### src/rtl/clasificador_pulsacion_pkg.sv
// Shared definitions for the button press classifier: FSM state encoding
// and default timing parameters used by the top level and by benches.
package clasificador_pulsacion_pkg;

  typedef enum logic [1:0] {
    ESPERA_SUELTA = 2'd0,
    REPOSO        = 2'd1,
    PRESIONADO    = 2'd2,
    LARGO         = 2'd3
  } estado_t;

  // 1 s long-press threshold and 200 ms repeat period at 50 MHz
  localparam int unsigned CICLOS_LARGO_DEF      = 50000000;
  localparam int unsigned CICLOS_REPETICION_DEF = 10000000;
  localparam int unsigned ANCHO_CONTADOR_DEF    = 26;
  localparam int unsigned ANCHO_CUENTA_DEF      = 8;

endpackage

### src/rtl/clasificador_pulsacion_contador_ciclos.sv
// Cycle counter shared by the press and long-hold phases. Counts while
// enabled, wraps to zero on the terminal value and flags the wrap with a
// registered one-cycle fin pulse. Clear has priority over enable.
module contador_ciclos #(
  parameter int unsigned ANCHO = 26
) (
  input  logic             clk,
  input  logic             reset,
  input  logic             i_limpiar,
  input  logic             i_habilitar,
  input  logic [ANCHO-1:0] i_terminal,
  output logic             o_en_terminal,
  output logic             o_fin
);

  logic [ANCHO-1:0] r_cuenta;
  logic             r_fin;

  assign o_en_terminal = (r_cuenta == i_terminal);
  assign o_fin         = r_fin;

  // Count, wrap on equality with the terminal value, pulse fin after a wrap
  always_ff @(posedge clk) begin
    if (reset || i_limpiar) begin
      r_cuenta <= '0;
      r_fin    <= 1'b0;
    end else if (i_habilitar) begin
      if (o_en_terminal) begin
        r_cuenta <= '0;
        r_fin    <= 1'b1;
      end else begin
        r_cuenta <= r_cuenta + ANCHO'(1);
        r_fin    <= 1'b0;
      end
    end else begin
      r_fin <= 1'b0;
    end
  end

endmodule

### src/rtl/clasificador_pulsacion.sv
// Classifies debounced button presses as short or long, emits auto-repeat
// ticks during a held long press and counts short presses.
module clasificador_pulsacion
  import clasificador_pulsacion_pkg::*;
#(
  parameter int unsigned CICLOS_LARGO      = CICLOS_LARGO_DEF,
  parameter int unsigned CICLOS_REPETICION = CICLOS_REPETICION_DEF,
  parameter int unsigned ANCHO_CONTADOR    = ANCHO_CONTADOR_DEF,
  parameter int unsigned ANCHO_CUENTA      = ANCHO_CUENTA_DEF
) (
  input  logic                    clk,
  input  logic                    reset,
  input  logic                    boton_filtrado,
  output logic                    presionado,
  output logic                    pulso_corto,
  output logic                    pulso_largo,
  output logic                    pulso_repeticion,
  output logic [ANCHO_CUENTA-1:0] cuenta_cortos
);

  localparam logic [ANCHO_CONTADOR-1:0] LIMITE_LARGO = ANCHO_CONTADOR'(CICLOS_LARGO - 1);
  localparam logic [ANCHO_CONTADOR-1:0] LIMITE_REP   = ANCHO_CONTADOR'(CICLOS_REPETICION - 1);

  estado_t                   r_estado;
  estado_t                   w_estado_sig;
  logic                      w_pulso_corto_sig;
  logic                      w_limpiar;
  logic                      w_habilitar;
  logic [ANCHO_CONTADOR-1:0] w_terminal;
  logic                      w_en_terminal;
  logic                      w_fin;
  logic                      r_pulso_corto;
  logic                      r_presionado;
  logic                      r_desde_presionado;
  logic [ANCHO_CUENTA-1:0]   r_cuenta_cortos;

  // One counter serves both phases; the terminal value follows the state
  contador_ciclos #(
    .ANCHO(ANCHO_CONTADOR)
  ) u_contador (
    .clk          (clk),
    .reset        (reset),
    .i_limpiar    (w_limpiar),
    .i_habilitar  (w_habilitar),
    .i_terminal   (w_terminal),
    .o_en_terminal(w_en_terminal),
    .o_fin        (w_fin)
  );

  // State register; reset lands in ESPERA_SUELTA so a held button is ignored
  always_ff @(posedge clk) begin
    if (reset) begin
      r_estado <= ESPERA_SUELTA;
    end else begin
      r_estado <= w_estado_sig;
    end
  end

  // Next-state logic and counter control
  always_comb begin
    w_estado_sig      = r_estado;
    w_pulso_corto_sig = 1'b0;
    w_limpiar         = !boton_filtrado || (r_estado == ESPERA_SUELTA);
    w_habilitar       = boton_filtrado && (r_estado != ESPERA_SUELTA);
    w_terminal        = (r_estado == LARGO) ? LIMITE_REP : LIMITE_LARGO;
    case (r_estado)
      ESPERA_SUELTA: begin
        if (!boton_filtrado) w_estado_sig = REPOSO;
      end
      REPOSO: begin
        if (boton_filtrado) w_estado_sig = PRESIONADO;
      end
      PRESIONADO: begin
        if (!boton_filtrado) begin
          w_estado_sig      = REPOSO;
          w_pulso_corto_sig = 1'b1;
        end else if (w_en_terminal) begin
          w_estado_sig = LARGO;
        end
      end
      LARGO: begin
        if (!boton_filtrado) w_estado_sig = REPOSO;
      end
      default: w_estado_sig = ESPERA_SUELTA;
    endcase
  end

  // Output registers; r_desde_presionado tells a long-threshold wrap from a repeat wrap
  always_ff @(posedge clk) begin
    if (reset) begin
      r_pulso_corto      <= 1'b0;
      r_presionado       <= 1'b0;
      r_desde_presionado <= 1'b0;
      r_cuenta_cortos    <= '0;
    end else begin
      r_pulso_corto      <= w_pulso_corto_sig;
      r_presionado       <= (w_estado_sig == PRESIONADO) || (w_estado_sig == LARGO);
      r_desde_presionado <= (r_estado == PRESIONADO);
      if (w_pulso_corto_sig) begin
        r_cuenta_cortos <= r_cuenta_cortos + ANCHO_CUENTA'(1);
      end
    end
  end

  assign presionado       = r_presionado;
  assign pulso_corto      = r_pulso_corto;
  assign pulso_largo      = w_fin && r_desde_presionado;
  assign pulso_repeticion = w_fin && !r_desde_presionado;
  assign cuenta_cortos    = r_cuenta_cortos;

endmodule
### config.mk
export PLATFORM = sky130hd
export DESIGN_NAME = clasificador_pulsacion
export DESIGN_NICKNAME = d
export VERILOG_FILES = /design/src/rtl/clasificador_pulsacion_pkg.sv /design/src/rtl/clasificador_pulsacion_contador_ciclos.sv /design/src/rtl/clasificador_pulsacion.sv
export SDC_FILE = /design/constraint.sdc
export NUM_CORES = 1
export LEC_CHECK = 0
export CORE_UTILIZATION = 61
export DETAILED_ROUTE_END_ITERATION = 8
export PLACE_DENSITY = 0.83
export SLEW_MARGIN = 20
export SYNTH_ARGS = -nofsm -noshare
export SYNTH_HDL_FRONTEND = slang
export SYNTH_SLANG_ARGS = --single-unit
### constraint.sdc
create_clock -name clk -period 5.1 [get_ports clk]
set_input_delay 0.765 -clock clk [delete_from_list [all_inputs] [get_ports clk]]
set_output_delay 0.765 -clock clk [all_outputs]
set_load 0.05 [all_outputs]
==> reports/summary.txt, run 1 <==
Outcome -> finished clean
Ant. Diodes -> 0
Number of fill cells in the layout -> 243
Post-CTS Setup Inserts -> 0
Timing startpoint of the critical path -> boton_filtrado
Total cell area at the placement stage -> 0.002071 mm^2
Total of buffers placed on input and output ports -> 14
Number of global-route vias before repair -> 1505
Portion of synthesized cell area occupied by the leading cell type -> 40.47%
Global-route wire length before repair -> 6.672 mm
Flip-flop and latch count after synthesis -> 39
Hold buffers post-CTS -> 0
Max-capacitance violation count -> 0
Distinct cell type count after synthesis -> 37
Minimum setup slack among reg-to-reg paths -> 2.62 ns
Die area -> 0.003392 mm^2
Worst-case reg-to-reg path depth -> 6
Syn Inst Count -> 210
Count of antenna-violating nets left after detailed routing -> 0
Power per Cell Area -> 225.0 mW/mm^2
Worst supply voltage drop on vdd -> 0.1586 mV
Die X-Extent -> 58.24 um
Starting density of the core -> 63.72%
Grt total ovfl -> 0
Dpl hpwl -> 2.619 mm
Final critical-path share of the clock period -> 53.20%
F_max -> 368.6 MHz
Hold Path Sink -> u_contador.r_cuenta[0]
Sum of internal, switching and leakage power -> 0.0004772 W
Seq/Total Area, Yosys -> 40.47%
Number of clock sinks seen by CTS -> 39
Data arrival at the endpoint of the critical path -> 2.96 ns
Number of clock buffers inserted by TritonCTS -> 5
Most common library cell in the layout ignoring fill and taps -> dfxtp_1
Clk_lat worst skew -> 0.34 ns
Iter 0 DRT Violations -> 100
Most used cells in the layout excluding fill and tap cells -> dfxtp_1, xor2_1, nand4_1, clkdlybuf4s50_1
Aggregate negative setup slack -> 0 ns
Static power due to leakage -> 0.6371 nW
Sort of element at the end of the critical path -> register
CTS tree -> built
Die outline height -> 58.24 um
HP Class -> register to register
Maximum number of pins on one net before global-route repair -> 28
GP Congestion -> 0.8513
Root Driver -> clkbuf_4
Largest driver fanout on the critical path -> 15
Data required time of the worst path -> 5.34 ns
Critical R2R Launch -> r_estado[1]
Gates resized, CTS repair -> 0
Synthesized area per cell -> 9.187 um^2
Iteration count of the initial detailed-routing pass -> 4
Via total after detailed routing -> 1644
Count of pins on the block boundary -> 15
Post-route minimum period -> 2.713 ns
All-Layer GR Usage -> 25.74%
Hold Path Stages -> 1
Total Routed Length -> 3.737 mm
Yosys warns -> 0
Final net count -> 230
Remaining DRCs -> 0
Share of final-layout standard cells stronger than drive strength 1 -> 4.505%
Synthesized Nets -> 219
Reg clk slew, reported paths -> 0.11 ns
RSZ-0062 raised after global routing -> no
Initial antenna violation count -> 0
Synth Cell Area -> 0.001929 mm^2
Worst hold start -> u_contador.r_cuenta[0]
Drt via density -> 6.180
Endpoint of the lowest-slack register-to-register path -> u_contador.r_cuenta[25]
Crit Path Class -> input port to register
Worst Tran Pin Value -> 1.048 ns
Final std cell area, no fill -> 0.002121 mm^2
Depth of the CTS H-tree -> 2
Layout-stage area growth over the synthesis result -> 9.922%
Worst setup SP type -> input port
Maximum clock path buffer count -> 2
Worst slew slack as a fraction of its limit -> 30.16%
Final setup violation count -> 0
Largest area contributor in the netlist -> dfxtp_1
Worst clock skew -> 0.009263 ns
Area inside the core boundary -> 0.003028 mm^2
Final Hold Violating Endpoints -> 0
Max-slew violation total from the final report -> 0
Dominant cells by area after synthesis -> dfxtp_1, xor2_1, a211oi_1, nand4_1, ha_1
Num rows -> 20
Average wire per cell in the routed design -> 14.05 um
[Yosys cell counts]
library cell	count
nor2b_1	5
inv_1	5
and2_1	2
a2111oi_4	1
ha_1	6
and4b_1	2
o31ai_1	9
or4bb_1	1
a31o_2	1
and4_1	4
buf_1	1
dfxtp_1	39
nand3_1	8
nor4bb_1	1
nor2_1	13
nor3_1	11
nand2b_1	1
nand4_1	15
a221o_1	1
nor3b_1	1
or4_1	9
buf_6	2
o31a_1	1
a21oi_1	2
or3_1	5
buf_4	1
and3_1	3
mux2i_1	1
xnor2_1	2
clkbuf_1	6
a211oi_1	13
o21ai_0	6
xor2_1	16
nand2_1	12
or4b_4	1
buf_2	1
nor4b_1	2
[through the flow]
| step | utilization (%) | hold WS, ns | instances | setup WS (ns) |
|---|---|---|---|---|
| 6_report | 70.04 | 0.4588 | 266 | 2.387 |
| 3_3_place_gp | 68.39 | 0.4412 | 258 | 2.207 |
| 5_1_grt | 70.04 | 0.4810 | 266 | 2.324 |
| 4_1_cts | 70.04 | 0.4629 | 266 | 2.411 |
| 2_1_floorplan | - | 0.4214 | 210 | 2.772 |
| 3_5_place_dp | 68.39 | 0.4444 | 258 | 2.064 |
[how the worst max path moves through the flow]
stage	to	slack [ns]	cells after the start
after global placement	u_contador.r_cuenta[25]	2.21	5
after global routing	u_contador.r_cuenta[25]	2.32	5
after detailed placement	u_contador.r_cuenta[25]	2.06	5
after floorplan	u_contador.r_cuenta[13]	2.77	7
final	u_contador.r_cuenta[25]	2.39	5
after CTS	u_contador.r_cuenta[25]	2.41	5
[power breakdown]
| group | internal, W | total (W) | switching [W] |
|---|---|---|---|
| combinational | 0.00000821 | 0.0000205 | 0.0000123 |
| sequential | 0.000306 | 0.000308 | 0.00000151 |
| clock | 0.0000538 | 0.000149 | 0.0000952 |
| total | 0.000368 | 0.000477 | 0.000109 |
[flip-flops by register name, summed over array words and instances (netlist names)]
signal and count:
u_contador.o_fin 1, r_estado 2, r_desde_presionado 1, u_contador.r_cuenta 26, pulso_corto 1, cuenta_cortos 8
[critical path, stage by stage]
cell and delay [ns]:
clkdlybuf4s50_1 0.59, and4b_1 0.35, nand3_1 0.39, or4_1 0.59
a211oi_1 0.27
[metal layers]
layer | track usage [%] | routed length (um)
met1 | 33.43 | 1681
met2 | 40.39 | 1816
met3 | 6.473 | 179
met4 | 11.56 | 61
met5 | 0 | 0
[final cells by class]
cell class                 instances  area [um^2]  share of cell area [%]
clock inverter                     1        5.005                  0.2360
inverter                           5        18.77                  0.8850
timing repair buffer              15        147.6                   6.962
tap                               44        55.05                   2.596
sequential                        39        780.7                   36.81
multi-input combinational        155         1069                   50.38
clock buffer                       7        45.04                   2.124
[logic make-up after synthesis]
| group | synth area share, % |
|---|---|
| compound gates | 13.49 |
| fa+ha+maj | 3.891 |
| flops | 40.47 |
| simple gates | 29.31 |
| xor+xnor | 8.171 |
| buf+inv | 4.150 |
| mux | 0.5188 |
(Power assumes the default switching activity.)
==> run 2, diff against run 1 <==
--- a/config.mk
+++ b/config.mk
@@ -5,9 +5,9 @@
 export SDC_FILE = /design/constraint.sdc
 export NUM_CORES = 1
 export LEC_CHECK = 0
-export CORE_UTILIZATION = 61
+export CORE_UTILIZATION = 57
 export DETAILED_ROUTE_END_ITERATION = 8
-export PLACE_DENSITY = 0.83
+export PLACE_DENSITY = 0.78
 export SLEW_MARGIN = 20
 export SYNTH_ARGS = -nofsm -noshare
 export SYNTH_HDL_FRONTEND = slang
==> constraint.sdc (replaced) <==
create_clock -name clk -period 2.78 [get_ports clk]
set_input_delay 0.417 -clock clk [delete_from_list [all_inputs] [get_ports clk]]
set_output_delay 0.417 -clock clk [all_outputs]
set_load 0.05 [all_outputs]
==> reports/summary.txt, run 2 (same netlist as run 1, synthesis figures left out) <==
Worst supply voltage drop on vdd -> 0.4670 mV
Hold buffers post-CTS -> 0
Final Hold Violating Endpoints -> 0
HP Class -> register to register
Max-capacitance violation count -> 0
Worst Tran Pin Value -> 0.6109 ns
Multi-input gate area in the final layout -> 0.001069 mm^2
Die X-Extent -> 60.18 um
Final setup violation count -> 0
Dpl hpwl -> 2.845 mm
Data arrival at the endpoint of the critical path -> 2.70 ns
RSZ-0062 raised after global routing -> no
CTS tree -> built
Static power due to leakage -> 0.6850 nW
Largest register FFs -> 26
Post-CTS Setup Inserts -> 0
Number of clock buffers inserted by TritonCTS -> 5
Remaining DRCs -> 0
Clk_lat worst skew -> 0.36 ns
Maximum clock path buffer count -> 2
Reg area -> 780.7 um^2
Iteration count of the initial detailed-routing pass -> 4
Depth of the CTS H-tree -> 2
Initial antenna violation count -> 0
Post-route minimum period -> 2.418 ns
All-Layer GR Usage -> 24.95%
Worst slew slack as a fraction of its limit -> 59.19%
Post-layout instance count excluding filler cells -> 272
F_max -> 413.6 MHz
Starting density of the core -> 61.68%
Number of fill cells in the layout -> 265
Power per Cell Area -> 457.5 mW/mm^2
Final net count -> 236
Most common library cell in the layout ignoring fill and taps -> dfxtp_1
Max-slew violation total from the final report -> 0
Count of pins on the block boundary -> 15
Iter 0 DRT Violations -> 99
Global-route wire length before repair -> 6.658 mm
Root Driver -> clkbuf_4
Crit Path Class -> register to register
Grt total ovfl -> 0
Worst-case reg-to-reg path depth -> 6
Most used cells in the layout excluding fill and tap cells -> dfxtp_1, xor2_1, nand4_1, clkdlybuf4s50_1
Worst clock skew -> 0.007012 ns
Area inside the core boundary -> 0.003128 mm^2
Count of antenna-violating nets left after detailed routing -> 0
Num rows -> 20
Placed Instances -> 264
Number of clock sinks seen by CTS -> 39
Maximum number of pins on one net before global-route repair -> 22
Average wire per cell in the routed design -> 14.76 um
Drt via density -> 6.088
Layout-stage area growth over the synthesis result -> 14.14%
Sort of element at the end of the critical path -> register
Die area -> 0.003622 mm^2
Aggregate negative setup slack -> 0 ns
Hold Path Stages -> 1
Sum of internal, switching and leakage power -> 0.001008 W
Gates resized, CTS repair -> 0
Total Routed Length -> 4.014 mm
Number of global-route vias before repair -> 1483
Setup slack after placement -> 0.3015 ns
Minimum setup slack among reg-to-reg paths -> 0.36 ns
GP Congestion -> 0.8954
Worst setup SP type -> register
Die outline height -> 60.18 um
Largest driver fanout on the critical path -> 15
Ant. Diodes -> 0
Total of buffers placed on input and output ports -> 14
Via total after detailed routing -> 1656
Outcome -> finished clean
Reg clk slew, reported paths -> 0.12 ns
Final critical-path share of the clock period -> 86.98%
Share of final-layout standard cells stronger than drive strength 1 -> 7.895%
Slack of the critical path -> 0.3619 ns
Register with the highest flop count -> u_contador.r_cuenta
Util after Layout -> 70.40%
Data required time of the worst path -> 3.07 ns
[run 2: cell count changes in the layout (fill, tap and decap cells not counted)]
cell and change:
buf_4 +6, clkbuf_1 -2, clkbuf_8 +1, bufinv_16 +1
[run 2: where the power goes]
part	total, W	leakage [nW]	switching (W)	internal (W)
Clock	0.000401	0.0482	0.000188	0.000212
Sequential	0.000565	0.314	0.00000292	0.000562
Combinational	0.0000422	0.322	0.0000243	0.0000179
Total	0.00101	0.685	0.000216	0.000792
[run 2: layout make-up]
| class | instances | area share [%] |
|---|---|---|
| Inverter | 5 | 0.8523 |
| Clock inverter | 2 | 1.591 |
| Timing Repair Buffer | 21 | 8.750 |
| Multi-Input combinational cell | 155 | 48.52 |
| Tap cell | 44 | 2.500 |
| Clock buffer | 6 | 2.330 |
| Sequential cell | 39 | 35.45 |
[run 2: final timing paths]
check,startpoint,to
worst max-delay path,r_estado[1],u_contador.r_cuenta[25]
worst min register to register,u_contador.r_cuenta[0],u_contador.r_cuenta[0]
worst min-delay path,u_contador.r_cuenta[0],u_contador.r_cuenta[0]
worst max register to register,r_estado[1],u_contador.r_cuenta[25]
[run 2: worst max-delay path: stages (launching register included)]
cell	delay, ns
dfxtp_1	0.44
inv_1	0.10
ha_1	0.24
and4b_1	0.38
nand3_1	0.38
or4_1	0.58
a211oi_1	0.22
[run 2: per-layer routing]
layer	GRT usage [%]	up-vias	routed length (um)
met2	39.40	34	1991
met4	11.30	0	77
met1	31.44	790	1781
met3	6.710	10	164
li1	-	822	-
met5	0	-	0
[run 2: metrics by stage]
step                      area, um^2  hold WS (ns)
after CTS                       2202        0.4738
after detailed placement        2116        0.4555
final                           2202        0.4707
after floorplan                 1929        0.4214
after global placement          2116        0.4352
after global routing            2202        0.4918
==> run 3, diff against run 2 <==
--- a/config.mk
+++ b/config.mk
@@ -7,6 +7,7 @@
 export LEC_CHECK = 0
 export CORE_UTILIZATION = 57
 export DETAILED_ROUTE_END_ITERATION = 8
+export HOLD_SLACK_MARGIN = 0.08
 export PLACE_DENSITY = 0.78
 export SLEW_MARGIN = 20
 export SYNTH_ARGS = -nofsm -noshare
==> results of run 3 <==
The final DEF is identical to that of run 2; final timing and power are the same.
